File: config.mk
export PLATFORM = sky130hd
export DESIGN_NAME = pc_fetch
export DESIGN_NICKNAME = d
export VERILOG_FILES = /design/src/rtl/pc_fetch.sv
export SDC_FILE = /design/constraint.sdc
export NUM_CORES = 1
export LEC_CHECK = 0
export BUFFER_PORTS_ARGS = -buffer_cell sky130_fd_sc_hd__buf_2
export CELL_PAD_IN_SITES_DETAIL_PLACEMENT = 1
export CELL_PAD_IN_SITES_GLOBAL_PLACEMENT = 1
export CORE_MARGIN = 8
export CORE_UTILIZATION = 35
export CTS_CLUSTER_SIZE = 28
export DETAILED_ROUTE_END_ITERATION = 10
export PLACE_DENSITY_LB_ADDON = 0.1
export RECOVER_POWER = 50
export SYNTH_ARGS = -nofsm -noshare
export SYNTH_HDL_FRONTEND = slang
export SYNTH_SLANG_ARGS = --single-unit
File: constraint.sdc
create_clock -name clk_100MHz -period 5.67 [get_ports clk_100MHz]
set_input_delay 1.134 -clock clk_100MHz [delete_from_list [all_inputs] [get_ports clk_100MHz]]
set_output_delay 1.134 -clock clk_100MHz [all_outputs]
set_load 0.01 [all_outputs]
File: src/rtl/pc_fetch.sv
// +--------------------------------------------------------------------------+
// | pc_fetch : instruction fetch unit with an in-order response buffer,     |
// |            stall handling and redirect with stale-response discard.     |
// | Build option: FETCH_BUF_EN (two-entry buffer, two requests in flight).  |
// | Revision: 1.0                                                           |
// +--------------------------------------------------------------------------+
`default_nettype none

module pc_fetch (
   input  logic        clk_100MHz,
   input  logic        arst_n,
   input  logic        hold_ena_i,
   input  logic        jump_ena_i,
   input  logic [31:0] jump_addr_i,
   output logic        ibus_req_o,
   output logic [31:0] ibus_addr_o,
   input  logic        ibus_gnt_i,
   input  logic        ibus_rvalid_i,
   input  logic [31:0] ibus_rdata_i,
   output logic [31:0] inst_o,
   output logic [31:0] inst_addr_o,
   output logic        inst_valid_o
);

   localparam logic [31:0] CPU_RESET_ADDR = 32'h0000_0000;
   localparam logic [31:0] BUBBLE         = 32'h0000_0000;
   localparam logic [31:0] ALIGN_MASK     = 32'hFFFF_FFFC;
`ifdef FETCH_BUF_EN
   localparam int          CAP            = 2;
`else
   localparam int          CAP            = 1;
`endif
   localparam logic [2:0]  CAP_LIMIT      = 3'(CAP);

   logic        r_run;
   logic [31:0] r_pc;
   logic [31:0] r_rsp_addr;
   logic [1:0]  r_outstanding;
   logic [1:0]  r_discard;
   logic [1:0]  r_count;
   logic [31:0] r_buf_inst [CAP];
   logic [31:0] r_buf_addr [CAP];

   logic [31:0] w_shift_inst [CAP];
   logic [31:0] w_shift_addr [CAP];
   logic [31:0] w_jump_target;
   logic        w_accept;
   logic        w_rsp_drop;
   logic        w_rsp_good;
   logic        w_push;
   logic        w_pop;
   logic [2:0]  w_used;
   logic [1:0]  w_wr_idx;

   assign w_jump_target = jump_addr_i & ALIGN_MASK;
   assign w_pop         = (r_count != 2'd0) && !hold_ena_i && !jump_ena_i;
   assign w_rsp_drop    = ibus_rvalid_i && (r_discard != 2'd0);
   assign w_rsp_good    = ibus_rvalid_i && (r_discard == 2'd0) && (r_outstanding != 2'd0);
   assign w_push        = w_rsp_good && !jump_ena_i;

   // An entry leaving the buffer this cycle frees its slot for a new request
   assign w_used = {1'b0, r_outstanding} + {1'b0, r_discard} + {1'b0, r_count}
                 - {2'b00, w_pop};

   assign ibus_req_o  = r_run && !jump_ena_i && (w_used < CAP_LIMIT);
   assign ibus_addr_o = r_pc & ALIGN_MASK;
   assign w_accept    = ibus_req_o && ibus_gnt_i;
   assign w_wr_idx    = r_count - {1'b0, w_pop};

   assign inst_valid_o = (r_count != 2'd0);
   assign inst_o       = inst_valid_o ? r_buf_inst[0] : BUBBLE;
   assign inst_addr_o  = inst_valid_o ? r_buf_addr[0] : BUBBLE;

   always_ff @(posedge clk_100MHz or negedge arst_n) begin
      if (!arst_n) begin
         r_run         <= 1'b0;
         r_pc          <= CPU_RESET_ADDR;
         r_rsp_addr    <= CPU_RESET_ADDR;
         r_outstanding <= 2'd0;
         r_discard     <= 2'd0;
         r_count       <= 2'd0;
      end else begin
         r_run <= 1'b1;
         if (jump_ena_i) begin
            // Requests still in flight become discards; a response this cycle retires one
            r_pc          <= w_jump_target;
            r_rsp_addr    <= w_jump_target;
            r_outstanding <= 2'd0;
            r_discard     <= r_discard - {1'b0, w_rsp_drop} + r_outstanding
                           - {1'b0, w_rsp_good};
            r_count       <= 2'd0;
         end else begin
            r_outstanding <= r_outstanding + {1'b0, w_accept} - {1'b0, w_rsp_good};
            r_discard     <= r_discard - {1'b0, w_rsp_drop};
            r_count       <= r_count + {1'b0, w_push} - {1'b0, w_pop};
            if (w_accept) begin
               r_pc <= r_pc + 32'd4;
            end
            if (w_rsp_good) begin
               r_rsp_addr <= r_rsp_addr + 32'd4;
            end
         end
      end
   end

   for (genvar gi = 0; gi < CAP; gi++) begin : g_shift
      if (gi + 1 < CAP) begin : g_mid
         assign w_shift_inst[gi] = r_buf_inst[gi+1];
         assign w_shift_addr[gi] = r_buf_addr[gi+1];
      end else begin : g_tail
         assign w_shift_inst[gi] = r_buf_inst[gi];
         assign w_shift_addr[gi] = r_buf_addr[gi];
      end
   end

   // Head is always entry 0; a same-cycle push lands behind the shifted entries
   always_ff @(posedge clk_100MHz or negedge arst_n) begin
      if (!arst_n) begin
         for (int i = 0; i < CAP; i++) begin
            r_buf_inst[i] <= BUBBLE;
            r_buf_addr[i] <= BUBBLE;
         end
      end else if (!jump_ena_i) begin
         for (int i = 0; i < CAP; i++) begin
            if (w_push && (w_wr_idx == 2'(i))) begin
               r_buf_inst[i] <= ibus_rdata_i;
               r_buf_addr[i] <= r_rsp_addr;
            end else if (w_pop) begin
               r_buf_inst[i] <= w_shift_inst[i];
               r_buf_addr[i] <= w_shift_addr[i];
            end
         end
      end
   end

endmodule

`default_nettype wire

==> results.toml <==
[outcome]
status = "finished, violations left"
violations = "capacitance limit, slew limit"

[critical_path]
timing.rr.start = "r_count[0]"
crit_path_end_kind = "flip-flop"
critPathTopFamily = "buffers and inverters"
arrival_ns = 4.89
reg2reg_slack_ns = 2.11
max_stage_delay_ns = 1.92
path_max_fanout = 54
critPathKind = "in -> reg"
cp_slowest_cell = "clkbuf_1"
cp_data_required_time_ns = 5.96
cp_cell_sequence = "buf_2 > inv_1 > clkbuf_1 > nand4_4 > buf_4 > mux2_2"
startpoint_type = "primary input"
rr_endpoint = "r_pc[21]"
rr_worst_depth = 12
worst-path-buf-inv = 4

[global_routing]
grt_pass1_wl_mm = 31.6
grt_pass1_vias = 5740
antenna_found_initial = 0
gr-total-overflow = 0
busiest_layer = "met2"
grt.total_usage = 0.165
grt_max_degree = 55
met3_usage = 0.0386
grtUsageMet2 = 0.255
met1_usage = 0.221

[synth]
synth_seq_cells = 129
ys.flop_type = "dfrtp_1"
synth_area_um2 = 6890
synth.avg_cell_area_um2 = 11.1
synth_cell_types = 54
netlist_instances = 623
ys_seq_area_frac = 0.469
synth-edff-count = 0
ys_warn_count = 0
async_reset_ff_frac = 1.00

[timing]
rsz0062_at_grt = "no"
tightest_slew_ns = 2.70
clock.fmax_mhz = 217
fin_skew_ns = 0.0104
slew_headroom = -0.803
hold_viol_final = 0
finalMaxSlewViolations = 84
setup_viol_count_final = 0
finalSetupTns_ns = 0
final.period_utilization = 0.812
period_needed_ns = 4.60

[floorplan]
ios = 168
initial_core_util = 0.355
placement_rows = 51
die_x_um = 156
coreArea_um2 = 19400
die-area_um2 = 24400
die_h_um = 156

[clocking]
clk_pin_slew_worst_paths_ns = 0.06
clk_latency_ns = 0.41
cts_made_buffers = 17
cts.path.max_buffers = 2
post_cts_resized = 0
clockRootBuffer = "clkbuf_16"
hold_buffers = 0
post_cts_buffers = 0
cts_sinks = 129
h-tree-depth = 4
cts_tree = "done"

[final_layout]
final_util = 0.439
layout-drive-gt1-share = 0.334
num_antenna_cells = 0
final_net_count = 860
syn2layout_area_growth_pct = 23.6

[place]
io_buffers = 161
routabilityCongestion = 0.816
hpwl_mm = 14.7

[power]
total_power_w = 0.00281
leakagePower_nw = 3.93
peakVddDrop_mv = 0.232
cellPowerDensity_nw_per_um2 = 330

[routing]
drc = 0
vias = 5220
drt-total-wl_mm = 19.5
drt_iter0_drc = 202
vias_per_cell = 4.95
wl_per_cell_um = 18.5
ant_nets = 0
firstDrtPassIters = 4

[min_path]
whs_path_depth = 2
holdCritStartpoint = "r_buf_addr[30]"
hold_class = "reg -> reg"
hold_end = "r_buf_addr[30]"

[run]
drv_cap = 2
worst reg2reg max path: cells and delay by family, from the launching register on:
kind / cells / cell delay, ns
adders and majority gates: 2 / 0.58
buffers and inverters: 1 / 0.06
AOI/OAI and AO/OA: 1 / 0.17
and+or+nand+nor: 6 / 1.79
DFF: 1 / 0.45
xor gates and xnor gates: 1 / 0.12
muxes: 1 / 0.28
layer usage:
metal  part of all wire  up-vias  wire, um
met2               0.45      155      8860
met1               0.47     2584      9090
li1                   -     2464         -
met4              0.016        0       311
met5                  0        -         0
met3              0.064       17      1250
layout make-up:
type,instances,area [um^2]
sequential,129,3230
clock inverter,8,151
clock buffer,23,488
multi-input combinational,442,3430
fill,2251,10900
inverter,20,75.1
timing repair buffer,168,812
tap,265,332
worst max-delay path by stage:
stage          startpoint             end  slack [ns]  cells past startpoint
4_1_cts        jump_ena_i      ibus_req_o        1.36                      8
3_5_place_dp   jump_ena_i        r_pc[21]        1.32                     11
3_3_place_gp   jump_ena_i      ibus_req_o        1.37                      8
6_report       jump_ena_i  r_buf_addr[26]        1.07                      6
2_1_floorplan  jump_ena_i      ibus_req_o        1.48                      8
5_1_grt        jump_ena_i  r_buf_inst[10]        0.67                      6
power breakdown:
group / total, W / internal (W) / switching [W]
sequential: 0.00119 / 0.00107 / 0.000120
combinational: 0.000444 / 0.000237 / 0.000207
clock: 0.00118 / 0.000782 / 0.000401
cells by family after synthesis:
| family | Yosys count | synth area share |
|---|---|---|
| muxes | 86 | 0.140 |
| AOI/OAI and AO/OA | 51 | 0.0501 |
| and+or+nand+nor | 232 | 0.205 |
| adders and majority gates | 12 | 0.0240 |
| DFF | 129 | 0.469 |
| other | 2 | 0.00109 |
| buffers and inverters | 55 | 0.0374 |
| xor gates and xnor gates | 56 | 0.0734 |
per-stage QoR:
stage,instance area [um^2],hold WS [ns],instances,setup slack [ns]
global route,8520,0.512,1055,0.669
detailed placement,7930,0.463,1024,1.32
CTS,8560,0.476,1055,1.36
floorplan,6900,0.442,626,1.48
global placement,7930,0.458,1024,1.37
finish,8520,0.473,1055,1.07
cells in the mapped netlist (all sizes together), types with 12 or more instances:
library cell	count	area share
xor2	28	0.036
nand4	30	0.033
buf	22	0.019
o21ai	12	0.0087
nor2b	65	0.059
clkbuf	13	0.0071
nand3	21	0.015
dfrtp	129	0.47
nand2	32	0.017
a21boi	13	0.014
mux2	84	0.14
xnor2	27	0.034
nor2	22	0.012
inv	20	0.011
registers in the layout, indices dropped and copies added (netlist names):
name and count:
r_buf_inst 32, r_buf_addr 30, r_discard 2, r_run 1, r_count 2, r_pc 30
r_outstanding 2, r_rsp_addr 30
layout by cell type, fill, tap and decap left out, types with 4 or more instances in the layout:
master	netlist	final
ha_1	10	10
or3_1	4	4
a21boi_0	13	13
clkbuf_16	0	17
clkbuf_1	13	35
nor2_1	22	21
clkbuf_8	0	4
conb_1	2	5
and2_1	6	6
buf_4	9	5
a21oi_1	6	6
mux2_2	84	84
inv_1	18	19
xnor2_1	27	27
xor2_1	28	28
dfrtp_1	129	129
nand4_1	27	27
nor3_1	10	10
nand2_1	32	32
nor2b_1	65	65
nand2b_1	9	9
buf_2	8	129
a31oi_1	4	4
and3_1	9	9
nand3_1	21	21
nor4_1	6	6
o21ai_0	12	12
bufinv_16	0	4
(Power assumes the default switching activity.)
